==> src/rtl/seq_calculator.sv <==
// Sequential calculator: add, subtract, shift-add multiply and accumulate on switch operands,
// started by a debounced-free synchronised key press, result shown on active-low hex displays.
module seq_calculator #(
    parameter int WIDTH = 4,
    localparam int NDIG = WIDTH / 2
) (
    input  logic                 CLOCK_50,
    input  logic                 RESET_N,
    input  logic [2*WIDTH+1:0]   SW,
    input  logic                 KEY_START_N,
    output logic [2*WIDTH-1:0]   RESULT,
    output logic                 CARRY,
    output logic                 BUSY,
    output logic                 DONE,
    output logic [NDIG-1:0][6:0] HEX
);

    localparam int RW = 2 * WIDTH;
    localparam int CW = $clog2(WIDTH) + 1;

    localparam logic [1:0] OpAdd = 2'b00;
    localparam logic [1:0] OpSub = 2'b01;
    localparam logic [1:0] OpMul = 2'b10;
    localparam logic [1:0] OpAcc = 2'b11;

    typedef enum logic [1:0] {StIdle, StCalc, StDone} state_e;

    state_e            r_state;
    state_e            w_state_d;

    logic              r_meta;
    logic              r_sync;
    logic              r_sync_prev;
    logic [WIDTH-1:0]  r_a;
    logic [WIDTH-1:0]  r_b;
    logic [1:0]        r_op;
    logic [CW-1:0]     r_cnt;
    logic [RW-1:0]     r_mcand;
    logic [WIDTH-1:0]  r_mplier;
    logic [RW-1:0]     r_prod;
    logic [RW-1:0]     r_acc;
    logic [RW-1:0]     r_result;
    logic              r_carry;

    logic              w_start;
    logic              w_last;
    logic [RW-1:0]     w_pp;
    logic [RW-1:0]     w_prod_next;
    logic [WIDTH:0]    w_add;
    logic [WIDTH:0]    w_sub;
    logic [RW:0]       w_acc_sum;
    logic [RW-1:0]     w_res;
    logic              w_cy;

    // Falling edge of the synchronised key is the one-cycle start request.
    assign w_start     = r_sync_prev & ~r_sync;
    assign w_last      = (r_cnt == '0);
    assign w_pp        = r_mplier[0] ? r_mcand : '0;
    assign w_prod_next = r_prod + w_pp;
    assign w_add       = {1'b0, r_a} + {1'b0, r_b};
    assign w_sub       = {1'b0, r_a} - {1'b0, r_b};
    assign w_acc_sum   = {1'b0, r_acc} + (RW + 1)'(r_a);

    always_ff @(posedge CLOCK_50 or negedge RESET_N) begin
        if (!RESET_N) begin
            r_state <= StIdle;
        end else begin
            r_state <= w_state_d;
        end
    end

    always_comb begin
        w_state_d = r_state;
        case (r_state)
            StIdle:  if (w_start) w_state_d = StCalc;
            StCalc:  if (w_last) w_state_d = StDone;
            StDone:  w_state_d = StIdle;
            default: w_state_d = StIdle;
        endcase
    end

    always_comb begin
        w_res = '0;
        w_cy  = 1'b0;
        unique case (r_op)
            OpAdd: begin
                w_res = RW'(w_add);
                w_cy  = w_add[WIDTH];
            end
            OpSub: begin
                w_res = RW'(w_sub[WIDTH-1:0]);
                w_cy  = w_sub[WIDTH];
            end
            OpMul: begin
                w_res = w_prod_next;
                w_cy  = 1'b0;
            end
            OpAcc: begin
                w_res = w_acc_sum[RW-1:0];
                w_cy  = w_acc_sum[RW];
            end
            default: begin
                w_res = '0;
                w_cy  = 1'b0;
            end
        endcase
    end

    always_ff @(posedge CLOCK_50 or negedge RESET_N) begin
        if (!RESET_N) begin
            r_meta      <= 1'b1;
            r_sync      <= 1'b1;
            r_sync_prev <= 1'b1;
            r_a         <= '0;
            r_b         <= '0;
            r_op        <= '0;
            r_cnt       <= '0;
            r_mcand     <= '0;
            r_mplier    <= '0;
            r_prod      <= '0;
            r_acc       <= '0;
            r_result    <= '0;
            r_carry     <= 1'b0;
        end else begin
            r_meta      <= KEY_START_N;
            r_sync      <= r_meta;
            r_sync_prev <= r_sync;
            if (r_state == StIdle && w_start) begin
                r_a      <= SW[WIDTH-1:0];
                r_b      <= SW[2*WIDTH-1:WIDTH];
                r_op     <= SW[2*WIDTH+1:2*WIDTH];
                r_cnt    <= (SW[2*WIDTH+1:2*WIDTH] == OpMul) ? CW'(WIDTH - 1) : '0;
                r_mcand  <= RW'(SW[WIDTH-1:0]);
                r_mplier <= SW[2*WIDTH-1:WIDTH];
                r_prod   <= '0;
            end else if (r_state == StCalc) begin
                if (w_last) begin
                    r_result <= w_res;
                    r_carry  <= w_cy;
                    if (r_op == OpAcc) r_acc <= w_acc_sum[RW-1:0];
                end else begin
                    // One partial product per cycle, multiplier LSB first.
                    r_cnt    <= r_cnt - CW'(1);
                    r_prod   <= w_prod_next;
                    r_mcand  <= r_mcand << 1;
                    r_mplier <= r_mplier >> 1;
                end
            end
        end
    end

    function automatic logic [6:0] f_seg(input logic [3:0] v);
        logic [6:0] s;
        case (v)
            4'h0:    s = 7'b1000000;
            4'h1:    s = 7'b1111001;
            4'h2:    s = 7'b0100100;
            4'h3:    s = 7'b0110000;
            4'h4:    s = 7'b0011001;
            4'h5:    s = 7'b0010010;
            4'h6:    s = 7'b0000010;
            4'h7:    s = 7'b1111000;
            4'h8:    s = 7'b0000000;
            4'h9:    s = 7'b0010000;
            4'hA:    s = 7'b0001000;
            4'hB:    s = 7'b0000011;
            4'hC:    s = 7'b1000110;
            4'hD:    s = 7'b0100001;
            4'hE:    s = 7'b0000110;
            default: s = 7'b0001110;
        endcase
        return s;
    endfunction

    always_comb begin
        for (int i = 0; i < NDIG; i++) begin
            HEX[i] = f_seg(r_result[4*i +: 4]);
        end
    end

    assign RESULT = r_result;
    assign CARRY  = r_carry;
    assign BUSY   = (r_state == StCalc);
    assign DONE   = (r_state == StDone);

endmodule

==> config.mk <==
export PLATFORM = sky130hd
export DESIGN_NAME = seq_calculator
export DESIGN_NICKNAME = d
export VERILOG_FILES = /design/src/rtl/seq_calculator.sv
export SDC_FILE = /design/constraint.sdc
export NUM_CORES = 1
export LEC_CHECK = 0
export CORE_ASPECT_RATIO = 0.6
export CORE_UTILIZATION = 59
export CTS_BUF_LIST = sky130_fd_sc_hd__clkbuf_8
export CTS_CLUSTER_DIAMETER = 40
export DETAILED_ROUTE_END_ITERATION = 6
export PLACE_DENSITY = 0.83
export SETUP_SLACK_MARGIN = 0.15
export SLEW_MARGIN = 20
export SYNTH_ARGS = -nofsm -noshare
export SYNTH_HDL_FRONTEND = slang
export SYNTH_SLANG_ARGS = --single-unit
==> constraint.sdc <==
create_clock -name CLOCK_50 -period 2.8 [get_ports CLOCK_50]
set_input_delay 0.56 -clock CLOCK_50 [delete_from_list [all_inputs] [get_ports CLOCK_50]]
set_output_delay 0.56 -clock CLOCK_50 [all_outputs]
set_load 0.01 [all_outputs]
# [Word-level counts from Yosys, hierarchy flattened]
# Memory sizes are Yosys's and may differ from the RTL's.
# Index checks and enable logic that the tools add are counted.
[totals] wordCells=61 mem_count=2 ff_bits=55 romBits=224 ram_bits=0 out_inout_bits=25 latch_bits=0 in_bits=13
[memory_table] memory="(name not given)" words=16 word_bits=7 read_ports=1 rd_clocked_by_memory_dff=0 write_ports=0 line_no="154" rtl="case (v)"
[memory_table] memory="(name not given)" words=16 word_bits=7 read_ports=1 rd_clocked_by_memory_dff=0 write_ports=0 line_no="154"
[op_classes] bitwise_logic=3 mul=0 add_sub_neg=5 shift=0 magnitude_cmp=0 div=0 muxes=19 eq_ne=9 n_reduce_logical=9
[op_table] cell="2-to-1 mux 8 bit" n=7
[op_table] cell="one-hot mux 8 bit (4 select lines)" n=1
[op_table] cell="2-to-1 mux 4 bit" n=3
[op_table] cell="adder 8 x 4 -> 9 bit" n=1
[op_table] cell="2-to-1 mux 3 bit" n=3
[op_table] cell="adder 8 bit" n=1
[op_table] cell="equality test 2 bit (second input constant)" n=4
[op_table] cell="2-to-1 mux 2 bit" n=3
[op_table] cell="adder 4 x 4 -> 5 bit" n=1
[op_table] cell="subtractor 4 x 4 -> 5 bit" n=1
[op_table] cell="equality test 2 x 1 -> 1 bit (second input constant)" n=2
[op_table] cell="logical NOT 2 bit" n=2
[op_table] cell="inequality test 2 x 1 -> 1 bit (second input constant)" n=2
[op_table] cell="one-hot mux 1 bit (4 select lines)" n=1
[op_table] cell="one-hot mux 2 bit (2 select lines)" n=1
[op_table] cell="AND reduction 2 bit" n=2
[op_table] cell="AND reduction 4 bit" n=1
[op_table] cell="logical NOT 3 bit" n=1
[op_table] cell="AND reduction 3 bit" n=1
[op_table] cell="subtractor 3 x 1 -> 3 bit (second input constant)" n=1
[op_table] cell="inequality test 2 bit (second input constant)" n=1
[op_table] cell="inverter 1 bit" n=2
[op_table] cell="nonzero test 2 bit" n=1
[op_table] cell="AND 1 bit" n=1
[op_table] cell="logical AND 1 bit" n=1

# [Depth between registers and ports, before layout]
# Gate-level depths: netlist of the first run.
[depth] word_depth=5 ltp_mapped=9 depth_no_buf=9

# [Least setup slack after synthesis of the first run]
# OpenSTA, ideal clock, no wires.
[synth_timing] path_type="register to register" start="reg r_mplier[0]" end="reg r_result[6], in the netlist RESULT[6]" path_stages_with_launch=9 setup_time_ps=126 required_time_ps=2674 slack_ps=642 period_less_slack_ps=2158 path_buffers=0 arrival_time_ps=2032 cell_sequence="dfrtp_1 -> and2_1 -> ha_1 -> fa_1 -> a211oi_1 -> o21bai_1 -> a21oi_2 -> xnor2_1 -> a221o_1"
[synth_via] elab_chain_cells=3
[synth_lines] item="start: declaration" line_no="39" rtl="logic [WIDTH-1:0] r_mplier;"
[synth_lines] item="start signal: assignment" line_no="134" rtl="r_mplier <= SW[2*WIDTH-1:WIDTH];"
[synth_lines] item="start signal: assignment" line_no="146" rtl="r_mplier <= r_mplier >> 1;"
[synth_lines] item="2-to-1 mux 8 bit" line_no="58" rtl="assign w_pp = r_mplier[0] ? r_mcand : '0;"
[synth_lines] item="adder 8 bit" line_no="59" rtl="assign w_prod_next = r_prod + w_pp;"
[synth_lines] item="one-hot mux 8 bit (4 select lines)" line_no="85" rtl="unique case (r_op)"
[synth_lines] item="end signal: assignment" line_no="138" rtl="r_result <= w_res;"
[synth_lines] item="end: declaration" line_no="42" rtl="logic [RW-1:0] r_result;"
# Every way passes these cells.
# A chain may end at the register's enable or synchronous reset.

==> results.toml, run 1 <==
[global_route]
busiest_layer = "met1"
met2_usage_pct = 38.9
gr-total-overflow = 0
grt_antenna_before_repair = 0
grt_pass1_vias = 2650
grt_max_degree = 31
grt_pass1_wl_mm = 13.2
grtUsageMet1_pct = 40.7
grtUsageMet3_pct = 6.53
grtUsageTotal_pct = 27.0

[placed_design]
placed_cell_area_sq_um = 4000
hpwlAfterDp_mm = 5.90
io_buffers = 37
place.gp.congestion = 0.880

[hold_path]
holdCritPathClass = "in2async"

[die]
row_count = 21
fp.dieW_um = 102
core_sq_um = 5700
die_h_um = 62.2
initial_core_util_pct = 62.5
design.die.area_sq_um = 6370
io_pins = 38

[cells_and_area]
final_cell_area_sq_um = 4150
area_growth_pct = 16.5
final_core_util_pct = 72.9
final_common_cell = "dfrtp_1"
drive_gt1_share_pct = 12.9
antenna_cells = 0
final_cell_mix = "dfrtp_1, nand2_1, o21ai_0"
nets = 444
fillers = 405

[synthesis]
synthSimpleGateAreaFrac_pct = 13.4
synth-compound-area-share_pct = 19.3
synth_warnings = 0
synth_top_family_by_area = "compound AO/OA/AOI/OAI gates"
synth.top_cell.area_share_pct = 36.5
synth_area_leaders = "dfrtp_1, ha_1, o21ai_0, nand2_1, a22o_1"
synth-edff-count = 0
avgSynthCellArea_sq_um = 10.0
seq_area_frac_synth_pct = 38.7
synthAdderAreaFrac_pct = 13.8
yosys.area.top_type = "dfrtp_1"
ys.flop_type = "dfrtp_1"
synth_cells = 355
synthMuxAreaShare_pct = 5.97
synthesis.nets = 405
synth-seq-cells = 55
synth_async_sr_flop_share_pct = 100
synthXorXnorAreaFrac_pct = 3.93
netlist_area_sq_um = 3560
synth.distinct_cells = 59

[sta]
fin_setup_tns_ns = 0
fmax_mhz = 384
rsz0062_at_grt = "yes"
hold_violations = 0
period_share_pct = 93.1
fin_skew_ns = 0.0114
setup_viol = 0
slew_violations = 0
tightest_slew_ns = 0.720
period_minus_slack_ns = 2.61
max-slew-margin-rel_pct = 52.0

[clock_network]
clkTransAtPathRegs_ns = 0.11
cts_max_path_buffers = 2
numCtsBuffers = 5
root_buffer = "clkbuf_8"
clock_latency_ns = 0.32
cts_max_level = 2
cts_sinks = 55
cts_tree = "done"

[worst_setup_path]
path_cells = "buf_4 > ha_2 > and2_1 > o31a_1 > clkdlybuf4s50_1"
path_max_fanout = 4
cp.arrival_ns = 2.05
end_kind = "output pin"
worstSetupPathType = "reg2out"
slowest_stage = "clkdlybuf4s50_1"
start_kind = "register"
cp.required_ns = 2.24
slowest_delay_ns = 0.48

[power]
p_total_w = 0.00453
ir_drop_mv = 0.619
p_leak_nw = 2.02
power.density_nw_per_um2 = 1090

[routing]
final_antenna_net_count = 0
finalWirelength_mm = 7.95
via_count = 2784
via_per_inst = 5.86
wl_per_cell_um = 16.7
drt_iter0_drc = 132
drc = 0
first_pass_iters = 5

[job]
maxCapViolCount = 0

[status]
status = "finished clean"
[registers in the layout, summed over array words and instances (netlist names)]
name / cells
r_a: 4
r_sync: 1
r_prod: 8
r_mplier: 4
r_acc: 8
RESULT: 8
r_state: 2
r_meta: 1
r_op: 2
CARRY: 1
r_b: 4
r_sync_prev: 1
r_cnt: 3
r_mcand: 8
[critical path: cells and delay by family, from the launching register on]
kind	cells	cell delay, ns
compound gates	1	0.29
fa+ha+maj	1	0.19
buf+inv	2	0.63
flops	1	0.44
simple gates	1	0.16
[report_power, final]
part | total (W) | switching [W] | internal (W)
Combinational | 0.00260 | 0.00136 | 0.00125
Sequential | 0.00145 | 0.000359 | 0.00109
Clock | 0.000477 | 0.000275 | 0.000203
[per-stage QoR]
| stage | instances | worst slack, ns | hold slack (ns) |
|---|---|---|---|
| after floorplan | 355 | 0.642 | 0.264 |
| after global placement | 462 | 0.339 | 0.346 |
| after detailed placement | 462 | 0.263 | 0.354 |
| after CTS | 475 | 0.157 | 0.319 |
| after global routing | 475 | 0.147 | 0.349 |
| final | 475 | 0.193 | 0.288 |
[cells in the mapped netlist (all sizes together) (10+ instances only)]
cell type  number
nand2          40
nor2           17
dfrtp          52
a21oi          11
mux2i          10
inv            27
a22o           13
o21ai          35
and2           10
ha             33
[kinds of logic after synthesis]
logic type,after synthesis
mux,17
simple gates,91
fa+ha+maj,37
compound gates,98
xor+xnor,16
flops,55
buf+inv,41
[area by class of cell]
type | count | area, sq um | share of cell area, %
Sequential cell | 55 | 1380 | 33.3
Multi-Input combinational cell | 259 | 2010 | 48.5
Inverter | 27 | 101 | 2.44
Clock buffer | 6 | 82.6 | 1.99
Clock inverter | 2 | 16.3 | 0.392
Timing Repair Buffer | 46 | 455 | 11.0
Tap cell | 80 | 100 | 2.41
[per-layer routing]
layer  vias to the layer above  share of wire [%]  wire length [um]
met5                         -                  0                 0
met1                      1361                 48              3810
met4                         0               0.87                69
met2                        92                 45              3560
met3                         9                6.3               499
li1                       1322                  -                 -
[timing repair]
action / 4_1_cts / 5_1_grt
gates resized for setup: 6 / 8
pin swaps: 0 / 0
setup buffers: 5 / 0
endpoints found under the hold margin: 0 / 0
endpoints found under the setup margin: 8 / 8
hold buffers: 0 / 0
gates cloned: 0 / 0
[final timing paths]
path / startpoint / slack [ns] / cells past startpoint / endpoint
setup / recovery: RESULT[0] / 0.19 / 5 / HEX[4]
hold / removal: RESET_N / 0.29 / 1 / r_mcand[7]
setup reg to reg: r_mplier[0] / 0.39 / 8 / RESULT[6]
hold reg to reg: r_meta / 0.36 / 0 / r_sync
max in group asynchronous: RESET_N / 1.84 / 2 / r_meta
min in group CLOCK_50: r_meta / 0.36 / 0 / r_sync
Note: power is estimated with default switching activity, not from simulation.
==> run 2, diff against run 1 <==
--- a/config.mk
+++ b/config.mk
@@ -10,7 +10,7 @@
 export CTS_BUF_LIST = sky130_fd_sc_hd__clkbuf_8
 export CTS_CLUSTER_DIAMETER = 40
 export DETAILED_ROUTE_END_ITERATION = 6
-export PLACE_DENSITY = 0.83
+export PLACE_DENSITY = 0.91
 export SETUP_SLACK_MARGIN = 0.15
 export SLEW_MARGIN = 20
 export SYNTH_ARGS = -nofsm -noshare
==> results.toml, run 2 (synthesized netlist as in run 1, its figures left out) <==
[status]
status = "finished clean"

[die]
initial_core_util_pct = 62.5
die_h_um = 62.2
io_pins = 38
fp.dieW_um = 102
row_count = 21
design.die.area_sq_um = 6370
core_sq_um = 5700

[routing]
finalWirelength_mm = 7.91
via_per_inst = 5.88
wl_per_cell_um = 16.6
final_antenna_net_count = 0
drc = 0
via_count = 2806
drt_iter0_drc = 209
first_pass_iters = 4

[sta]
setup_viol = 0
worst_slack_ns = 0.218
fin_setup_tns_ns = 0
hold_violations = 0
fin_skew_ns = 0.0134
period_share_pct = 92.2
max-slew-margin-rel_pct = 57.9
rsz0062_at_grt = "no"
period_minus_slack_ns = 2.58
tightest_slew_ns = 0.631
slew_violations = 0
fmax_mhz = 387

[placed_design]
dp_cells = 463
dpl_worst_slack_ns = 0.262
place.gp.congestion = 0.871
hpwlAfterDp_mm = 5.96
io_buffers = 37

[worst_setup_path]
worstSetupPathType = "reg2out"
end_kind = "output pin"
cp.arrival_ns = 2.02
start_kind = "register"
cp.required_ns = 2.24
path_max_fanout = 6

[job]
maxCapViolCount = 0

[cells_and_area]
drive_gt1_share_pct = 12.8
area_growth_pct = 16.4
final_cell_mix = "dfrtp_1, nand2_1, o21ai_0"
fillers = 409
instances_no_fill = 477
antenna_cells = 0
final_common_cell = "dfrtp_1"
nets = 446

[clock_network]
numCtsBuffers = 5
hold_buffers = 0
clkTransAtPathRegs_ns = 0.11
clock_latency_ns = 0.32
cts_sinks = 55
cts_max_path_buffers = 2
cts_tree = "done"
root_buffer = "clkbuf_8"
cts_max_level = 2

[power]
ir_drop_mv = 0.613
power.density_nw_per_um2 = 1090
p_leak_nw = 2.03

[global_route]
grt_max_degree = 26
grtUsageTotal_pct = 26.7
gr-total-overflow = 0
grt_pass1_wl_mm = 13.0
grt_antenna_before_repair = 0
grt_pass1_vias = 2781

[hold_path]
holdCritPathClass = "in2async"
==> run 2: report_power, final <==
part           internal [W]  leakage [nW]  switching (W)  total (W)
Combinational       0.00125          1.27        0.00135    0.00260
Clock              0.000180        0.0485       0.000281   0.000461
Sequential          0.00109         0.706       0.000362    0.00145
Total               0.00252          2.03        0.00199    0.00452
==> run 2: final timing paths <==
check,from,to,slack [ns],depth (start not counted)
worst max-delay path,RESULT[5],HEX[13],0.22,6
worst min-delay path,RESET_N,r_mcand[4],0.21,1
worst max register to register,r_mplier[0],RESULT[6],0.33,8
worst min register to register,r_meta,r_sync,0.37,0
max in group asynchronous,RESET_N,RESULT[0],1.94,2
min in group CLOCK_50,r_meta,r_sync,0.37,0
==> run 2: layout make-up <==
class / count / area [sq um] / area share, %
repair buffers: 48 / 458 / 11.0
clock inverters: 3 / 22.5 / 0.543
multi-input cells: 259 / 2010 / 48.6
clock buffers: 5 / 68.8 / 1.66
inverters: 27 / 101 / 2.44
flip-flops and latches: 55 / 1380 / 33.4
well taps: 80 / 100 / 2.41
==> run 2: routing by layer <==
| metal | global-route usage (%) | vias up | wire length, um |
|---|---|---|---|
| met2 | 41.3 | 96 | 3660 |
| li1 | - | 1331 | - |
| met4 | 9.11 | 0 | 170 |
| met1 | 36.5 | 1360 | 3560 |
| met5 | 0 | - | 0 |
| met3 | 6.87 | 19 | 517 |
==> run 2: critical path, stage by stage (launching register included) <==
cell and delay (ns):
dfrtp_1 0.39, buf_4 0.16, ha_1 0.21, nor2b_1 0.15
a21o_1 0.15, a22o_1 0.18, clkdlybuf4s50_1 0.47
==> run 2: through the flow <==
step | total power (W) | cell area, sq um | util [%] | hold WS, ns
6_report | 0.00452 | 4150 | 72.8 | 0.214
5_1_grt | 0.00484 | 4150 | 72.8 | 0.259
4_1_cts | 0.00449 | 4140 | 72.5 | 0.235
3_5_place_dp | 0.00399 | 4000 | 70.1 | 0.355
3_3_place_gp | 0.00384 | 4000 | 70.1 | 0.346
2_1_floorplan | 0.00314 | 3560 | - | 0.264
==> run 2: repair_timing <==
item	4_1_cts	5_1_grt
gates resized for setup	7	5
buffers inserted	6	0
endpoints found under the setup margin	5	5
pin swaps	0	0
